--- config.mk ---
export PLATFORM = sky130hd
export DESIGN_NAME = ub_port_arbiter
export DESIGN_NICKNAME = d
export VERILOG_FILES = /design/src/rtl/ub_port_arbiter.sv
export SDC_FILE = /design/constraint.sdc
export NUM_CORES = 1
export LEC_CHECK = 0
export BUFFER_PORTS_ARGS = -buffer_cell sky130_fd_sc_hd__buf_2
export CORE_AREA = 2 2 184 186
export CTS_CLUSTER_SIZE = 14
export DETAILED_ROUTE_END_ITERATION = 10
export DIE_AREA = 0 0 186 188
export MAX_ROUTING_LAYER = met4
export SYNTH_ARGS = -nofsm -noshare
export SYNTH_HDL_FRONTEND = slang
export SYNTH_SLANG_ARGS = --single-unit
--- constraint.sdc ---
create_clock -name clk -period 2.9 [get_ports clk]
set_input_delay 0.145 -clock clk [delete_from_list [all_inputs] [get_ports clk]]
set_output_delay 0.145 -clock clk [all_outputs]
set_load 0.05 [all_outputs]
--- src/rtl/ub_port_arbiter.sv ---
// Round-robin arbiter that shares the single-port unified buffer between the
// DMA, systolic feeder and VPU, issuing one beat per cycle for the granted burst.
module ub_port_arbiter #(
  parameter int DATA_W = 64,
  parameter int ADDR_W = 9,
  parameter int LEN_W  = 8
) (
  input  logic                  clk,
  input  logic                  rst_n,
  input  logic [2:0]            req,
  input  logic [2:0]            we,
  input  logic [3*ADDR_W-1:0]   addr,
  input  logic [3*LEN_W-1:0]    len,
  input  logic [3*DATA_W-1:0]   wdata,
  output logic [2:0]            gnt,
  output logic [2:0]            beat,
  output logic [2:0]            done,
  output logic [2:0]            rvalid,
  output logic [DATA_W-1:0]     rdata,
  output logic                  busy,
  output logic [1:0]            owner,
  output logic                  ub_en,
  output logic                  ub_we,
  output logic [ADDR_W-1:0]     ub_addr,
  output logic [DATA_W-1:0]     ub_wdata,
  input  logic [DATA_W-1:0]     ub_rdata
);

  typedef enum logic {IDLE, BURST} state_t;

  state_t              state;
  logic [1:0]          rr;
  logic [1:0]          owner_r;
  logic [LEN_W-1:0]    cnt;
  logic [LEN_W-1:0]    len_r;
  logic                we_r;
  logic [ADDR_W-1:0]   cur_addr;

  logic [2:0]          owner_hot;
  logic [2:0]          qual;
  logic                last;
  logic                arb;
  logic                win_found;
  logic [1:0]          win;
  logic [1:0]          c0, c1, c2;
  logic [ADDR_W-1:0]   sel_addr;
  logic [LEN_W-1:0]    sel_len;
  logic                sel_we;
  logic [DATA_W-1:0]   cur_wdata;

  function automatic logic [1:0] inc3(input logic [1:0] i);
    return (i == 2'd2) ? 2'd0 : i + 2'd1;
  endfunction

  assign busy      = (state == BURST);
  assign owner_hot = busy ? (3'b001 << owner_r) : 3'b000;
  assign last      = busy && (cnt == len_r);
  assign beat      = owner_hot;
  assign gnt       = (busy && (cnt == '0)) ? owner_hot : 3'b000;
  assign done      = last ? owner_hot : 3'b000;
  assign owner     = busy ? owner_r : 2'd0;

  assign ub_en     = busy;
  assign ub_we     = busy & we_r;
  assign ub_addr   = busy ? cur_addr : '0;
  assign ub_wdata  = busy ? cur_wdata : '0;
  assign rdata     = ub_rdata;

  // A requester whose grant is showing this cycle cannot win again off the same req level.
  assign qual = req & ~gnt;
  assign arb  = (state == IDLE) || last;

  assign c0 = rr;
  assign c1 = inc3(c0);
  assign c2 = inc3(c1);

  always_comb begin
    win       = c0;
    win_found = 1'b1;
    if (qual[c0])      win = c0;
    else if (qual[c1]) win = c1;
    else if (qual[c2]) win = c2;
    else               win_found = 1'b0;
  end

  always_comb begin
    sel_addr  = '0;
    sel_len   = '0;
    sel_we    = 1'b0;
    cur_wdata = '0;
    for (int i = 0; i < 3; i++) begin
      if (win == 2'(i)) begin
        sel_addr = addr[i*ADDR_W +: ADDR_W];
        sel_len  = len[i*LEN_W +: LEN_W];
        sel_we   = we[i];
      end
      if (owner_r == 2'(i)) cur_wdata = wdata[i*DATA_W +: DATA_W];
    end
  end

  always_ff @(posedge clk) begin
    if (!rst_n) begin
      state    <= IDLE;
      rr       <= 2'd0;
      owner_r  <= 2'd0;
      cnt      <= '0;
      len_r    <= '0;
      we_r     <= 1'b0;
      cur_addr <= '0;
      rvalid   <= 3'b000;
    end else begin
      rvalid <= beat & ~{3{we_r}};
      if (arb && win_found) begin
        state    <= BURST;
        owner_r  <= win;
        cur_addr <= sel_addr;
        len_r    <= sel_len;
        we_r     <= sel_we;
        cnt      <= '0;
        rr       <= inc3(win);
      end else if (last) begin
        state   <= IDLE;
        cnt     <= '0;
        owner_r <= 2'd0;
      end else if (busy) begin
        cnt      <= cnt + 1'b1;
        cur_addr <= cur_addr + 1'b1;
      end
    end
  end

endmodule

[Word level (Yosys, flattened, before mapping)]
Index checks and enable logic that the tools add are counted.
Cells by class
  order comparisons: 3
  reduce and logical (&&, ||, !) cells: 11
  eq/ne operators: 8
  bitwise operators: 7
  shifts and indexed selects: 1
  multiplexer cells: 40
  add/sub/neg operators: 5
Operators by type and width (count)
  2-to-1 mux 64 bit: 4
  2-to-1 mux 9 bit: 7
  2-to-1 mux 8 bit: 3
  2-to-1 mux 2 bit: 9
  2-to-1 mux 1 bit: 11
  adder 9 x 1 -> 9 bit (second input constant): 1
  < comparator 2 x 3 -> 1 bit (second input constant): 3
  2-to-1 mux 3 bit: 3
  adder 8 x 1 -> 8 bit (second input constant): 1
  equality test 2 bit (second input constant): 4
  equality test 8 bit: 1
  zero test 8 bit: 1
  adder 2 x 1 -> 2 bit (second input constant): 3
  AND 3 bit: 2
  binary-select mux 1 bit (select 2 bit): 3
  NOT 3 bit: 2
  equality test 2 x 1 -> 1 bit (second input constant): 2
  zero test 2 bit: 2
  nonzero test 2 bit: 2
  logical AND 1 bit: 3
  OR reduction 3 bit: 1
  << shifter 1 x 2 -> 3 bit (first input constant): 1
  != test 2 x 1 -> 1 bit (second input constant): 1
  NOT 1 bit: 2
  other kinds (3): 3
Word-level totals
  logic and storage cells: 83
  register bits: 34

[Longest topological paths before layout]
  depth after elaboration: 15
  mapped depth: 11
  mapped depth without buffers: 8

[Worst setup path before layout]
Ideal clock, no wire load.
  path type: register to register
  start: register state (netlist: busy)
  end: register cur_addr[4]
  path buffers: 3
  setup slack: -363 ps
  arrival: 3139 ps
  cell stages (with the launch flop): 12
  cell sequence: dfxtp_1 -> buf_2 -> and2_1 -> nand2_1 -> inv_1 -> a31oi_1 -> or3_1 -> buf_4 -> buf_2 -> nand3_1 -> a21o_1 -> a31oi_1
On the way
  longest elaborated chain between the ends: 14
Ends and longest elaborated chain
  start: declaration: line 31  | state_t state;
  start signal: assignment: line 103  | state <= IDLE;
  start signal: assignment: line 114  | state <= BURST;
  start signal: assignment: line 122  | state <= IDLE;
  2-to-1 mux 3 bit (*): line 56  | assign owner_hot = busy ? (3'b001 << owner_r) : 3'b000;
  net beat[2]: line 16  | output logic [2:0] beat,
  2-to-1 mux 3 bit (*): line 59  | assign gnt = (busy && (cnt == '0)) ? owner_hot : 3'b000;
  NOT 3 bit (*): line 70  | assign qual = req & ~gnt;
  AND 3 bit (*): line 70
  binary-select mux 1 bit (select 2 bit): line 82  | else if (qual[c2]) win = c2;
  2-to-1 mux 1 bit (implied by the code): line 82
  2-to-1 mux 2 bit: line 82
  2-to-1 mux 2 bit: line 81  | else if (qual[c1]) win = c1;
  2-to-1 mux 2 bit: line 80  | if (qual[c0]) win = c0;
  zero test 2 bit: line 92  | if (win == 2'(i)) begin
  2-to-1 mux 9 bit (3 in a row): line 92
  2-to-1 mux 9 bit: line 113  | if (arb && win_found) begin
  end signal: assignment: line 116  | cur_addr <= sel_addr;
  end signal: assignment: line 127  | cur_addr <= cur_addr + 1'b1;
  end: declaration: line 37  | logic [ADDR_W-1:0] cur_addr;
Mark *: on every way through the listed nets, which the timed path passes. The rest lies on a longest branch. The select of a mux whose other input is x is not followed.
A chain may end at the register's enable or synchronous reset.

[Worst setup path in the final report]
  start: register cnt[1]
  end: register cur_addr[0]
On the way
  longest elaborated chain between the ends: 15
Ends and longest elaborated chain
  start: declaration: line 34  | logic [LEN_W-1:0] cnt;
  start signal: assignment: line 126  | cnt <= cnt + 1'b1;
  zero test 8 bit: line 59
  logical AND 1 bit: line 59
  2-to-1 mux 3 bit: line 59
  NOT 3 bit: line 70
  AND 3 bit: line 70
  binary-select mux 1 bit (select 2 bit): line 82
  2-to-1 mux 1 bit (implied by the code): line 82
  2-to-1 mux 2 bit: line 82
  2-to-1 mux 2 bit: line 81
  2-to-1 mux 2 bit: line 80
  zero test 2 bit: line 92
  2-to-1 mux 9 bit (3 in a row): line 92
  2-to-1 mux 9 bit: line 113
Several ways; a longest one is shown, not always the timed one. The select of a mux whose other input is x is not followed.

==> key figures <==
Clock network
  – Clock buffers created by TritonCTS: 5
  – Number of buffers on the longest clock path: 2
  – Hold-fix buffers, CTS: 0
  – Clock-pin slew on the worst setup and hold paths: 0.06 ns
  – Clock net sink count: 34
  – Max H-tree Level: 2
  – Clock latency on the worst-skew pair: 0.29 ns
  – Post-CTS Setup Bufs: 0
  – Total of cells resized after clock tree synthesis: 0
  – Clock tree from TritonCTS: done
  – Root buffer selected by CTS: clkbuf_16

Floorplan
  – Cell Rows: 67
  – Area of the core: 0.03311 mm²
  – Effective utilization at floorplan: around 14%
  – Y dimension of the die: 188 µm
  – Die Area: approximately 0.035 mm²
  – Count of pins on the block boundary: about 470
  – Chip Width: 186 µm

Logic synthesis
  – Total standard cell area after synthesis: 0.004679 mm²
  – Instance count of the mapped netlist: 669
  – Synthesized net count: 987
  – Number of enable flip-flop cells after synthesis: 0
  – Synthesis-stage register bit count: 34
  – Async set or reset register ratio after synthesis: 0%
  – Unique masters post-synth: between 50 and 60
  – Syn_area_per_cell: 6.995 µm²
  – Most common flop cell mapped by yosys: dfxtp_1
  – Yosys Warn Count: 0
  – Sequential share of the synthesized area: 14.55%

Timing
  – Unrepaired setup endpoints after global routing: no
  – Part of the cycle the worst path needs: 94.77%
  – Accumulated negative setup slack: 0 ns
  – Final number of max-transition violations: 0
  – Least-Margin Pin Slew: 0.6876 ns
  – Number of hold violations in the final report: 0
  – Worst slew margin relative to its limit: 54.16%
  – Max Clock Skew: 0.009787 ns
  – WHS: 0.1265 ns
  – Final setup vio count: 0
  – Post-route setup slack: 0.1516 ns
  – Highest clock frequency the design can meet: 363.8 MHz
  – Shortest period the worst path allows: about 2.7 ns

Worst setup path
  – WS Path Type: register to register
  – Endpoint kind of the worst setup timing path: register
  – Biggest fanout along the worst timing path: 7
  – FF-to-FF Start: cnt[1]
  – Critical path origin: cnt[1]
  – Data required time of the worst path: 3.10 ns
  – Endpoint arrival time on the critical path: 2.95 ns
  – Crit start category: register

Routing
  – Drt total wl: between 20 and 25 mm
  – Number of nets with antenna violations after detailed routing: 0
  – Initial DRT Pass Iterations: 5
  – Via density: 4.199
  – Drc violations: 0
  – Average wire length per cell after detail routing: approximately 17 µm
  – Via count of the routed design: 5,794
  – Starting DRC count in detailed routing: 287

Pwr
  – Largest voltage drop on the vdd net: around 210 µV
  – LEAKAGE: 2.991 nW
  – Total power divided by cell area: approximately 520 mW/mm²

Run status
  – Result of the run: finished clean

Hold path
  – Worst Hold Launch: addr[26]
  – Classification of the worst-slack hold path: primary input to register

Layout
  – Post-layout utilization of the core: 20.06%
  – Multi-input combinational cell area: about 0.0033 mm²
  – Ratio of cells with drive above 1 in the final layout: 42.39%
  – Non-filler cells in the finished layout: around 1.4k
  – Nets: 1,244
  – Layout overhead on the synthesized area: 41.98%
  – Total of fill cells in the finished design: 3,763
  – Register area: 689.4 µm²

Run
  – Max-cap viol count: 0

Placement
  – Port Buffers: 340
  – Worst slack, placed: around 0.17 ns
  – DPL Wire Length: approximately 20 mm
  – Weighted congestion reported at the end of routability-driven placement: 0.8973
  – Number of placed instances with taps included: approximately 1.4k

Global route
  – Maximum number of pins on one net before global-route repair: 65
  – Wire length of the first global-routing pass: 33.40 mm
  – Number of global-route vias before repair: around 5.5k
  – Grt ovf: 0
  – Gr usage total: approximately 13%
  – Initial antenna violation count: 8
## cells by family (layout without fill, tap and decap cells)
kind of cell               after synthesis  after routing  synth area share, %
muxes                                   70             70                15.03
buffers and inverters                  127            385                16.23
and+or+nand+nor                        246            246                27.67
other                                    0              5                    0
AOI/OAI and AO/OA                      172            172                22.54
xor gates and xnor gates                17             17                3.182
adders and majority gates                3              3               0.8022
DFF                                     34             34                14.55
## where the power goes
part	leakage, nW	internal (mW)	switching [mW]
registers	0.281	0.547	0.0962
logic	2.64	0.775	1.49
clock network	0.0739	0.341	0.221
## worst paths after layout
kind            endpoint  slack (ns)  depth (start not counted)
max          cur_addr[0]        0.15                          8
min          cur_addr[8]        0.13                          3
max reg2reg  cur_addr[0]        0.15                          8
min reg2reg        c0[0]        0.53                          2
## layout make-up
cell class | count | share of cell area (%)
multi-input cells | 508 | 48.98
repair buffers | 366 | 29.11
flip-flops and latches | 34 | 10.38
well taps | 448 | 8.437
clock buffers | 7 | 2.147
inverters | 11 | 0.6780
diodes | 5 | 0.1883
clock inverters | 1 | 0.07533
## worst max-delay path, cell delays in order, from the launching register on
cell and delay, ns:
dfxtp_1 0.37, inv_1 0.08, ha_1 0.16, or4b_4 0.52
o31a_1 0.38, o21ai_0 0.15, a32oi_1 0.32, or4_1 0.60
o211ai_1 0.10
## per-stage QoR
stage | total power [mW] | instance area, µm²
detailed placement | 2.929 | 6484
CTS | 3.503 | 6631
global placement | 2.907 | 6484
floorplan | 2.450 | 4695
finish | 3.472 | 6644
global route | 3.694 | 6639
## metal layers
metal  share of wire [%]  up-vias  global-route usage [%]  wire length, µm
met2                  49      278                   22.52            11730
met1                  41     2683                   15.23             9689
met3                 7.8       42                   2.738             1844
li1                    -     2791                       -                -
met5                   0        -                       -                0
met4                 2.1        0                   2.968              502
## synth_stat cells, types with 7 or more instances
master / instances / area share, %
a21oi_1: 11 / 1.2
xnor2_1: 11 / 2.1
o21ai_0: 100 / 11
and2_1: 78 / 10
inv_1: 10 / 0.80
nor2_1: 24 / 1.9
nand3_1: 29 / 3.1
buf_4: 69 / 11
nand4_1: 7 / 0.94
nand2_1: 82 / 6.6
mux2i_1: 68 / 15
dfxtp_1: 34 / 15
clkbuf_1: 32 / 2.6
a21o_1: 14 / 2.2
a31oi_1: 14 / 1.9
## sequential cells by signal (all words and copies together), names as in the netlist
| signal | flops |
|---|---|
| busy | 1 |
| len_r | 8 |
| rvalid | 3 |
| cur_addr | 9 |
| cnt | 8 |
| c0 | 2 |
| owner_r | 2 |
| we_r | 1 |
## cell usage in the layout, fill, tap and decap left out, types with 4 or more instances in the layout
cell type / Yosys / routed
buf_2: 6 / 340
o21ai_0: 100 / 100
nand2_1: 82 / 82
and2_1: 78 / 77
mux2i_1: 68 / 68
dfxtp_1: 34 / 31
nand3_1: 29 / 29
nor2_1: 24 / 24
buf_4: 69 / 23
a31oi_1: 14 / 14
a21o_1: 14 / 14
xnor2_1: 11 / 11
a21oi_1: 11 / 11
inv_1: 10 / 9
nand4_1: 7 / 7
xor2_1: 6 / 6
diode_2: 0 / 5
o221ai_1: 5 / 5
clkbuf_16: 0 / 5
o31a_1: 4 / 4
(Power assumes the default switching activity.)
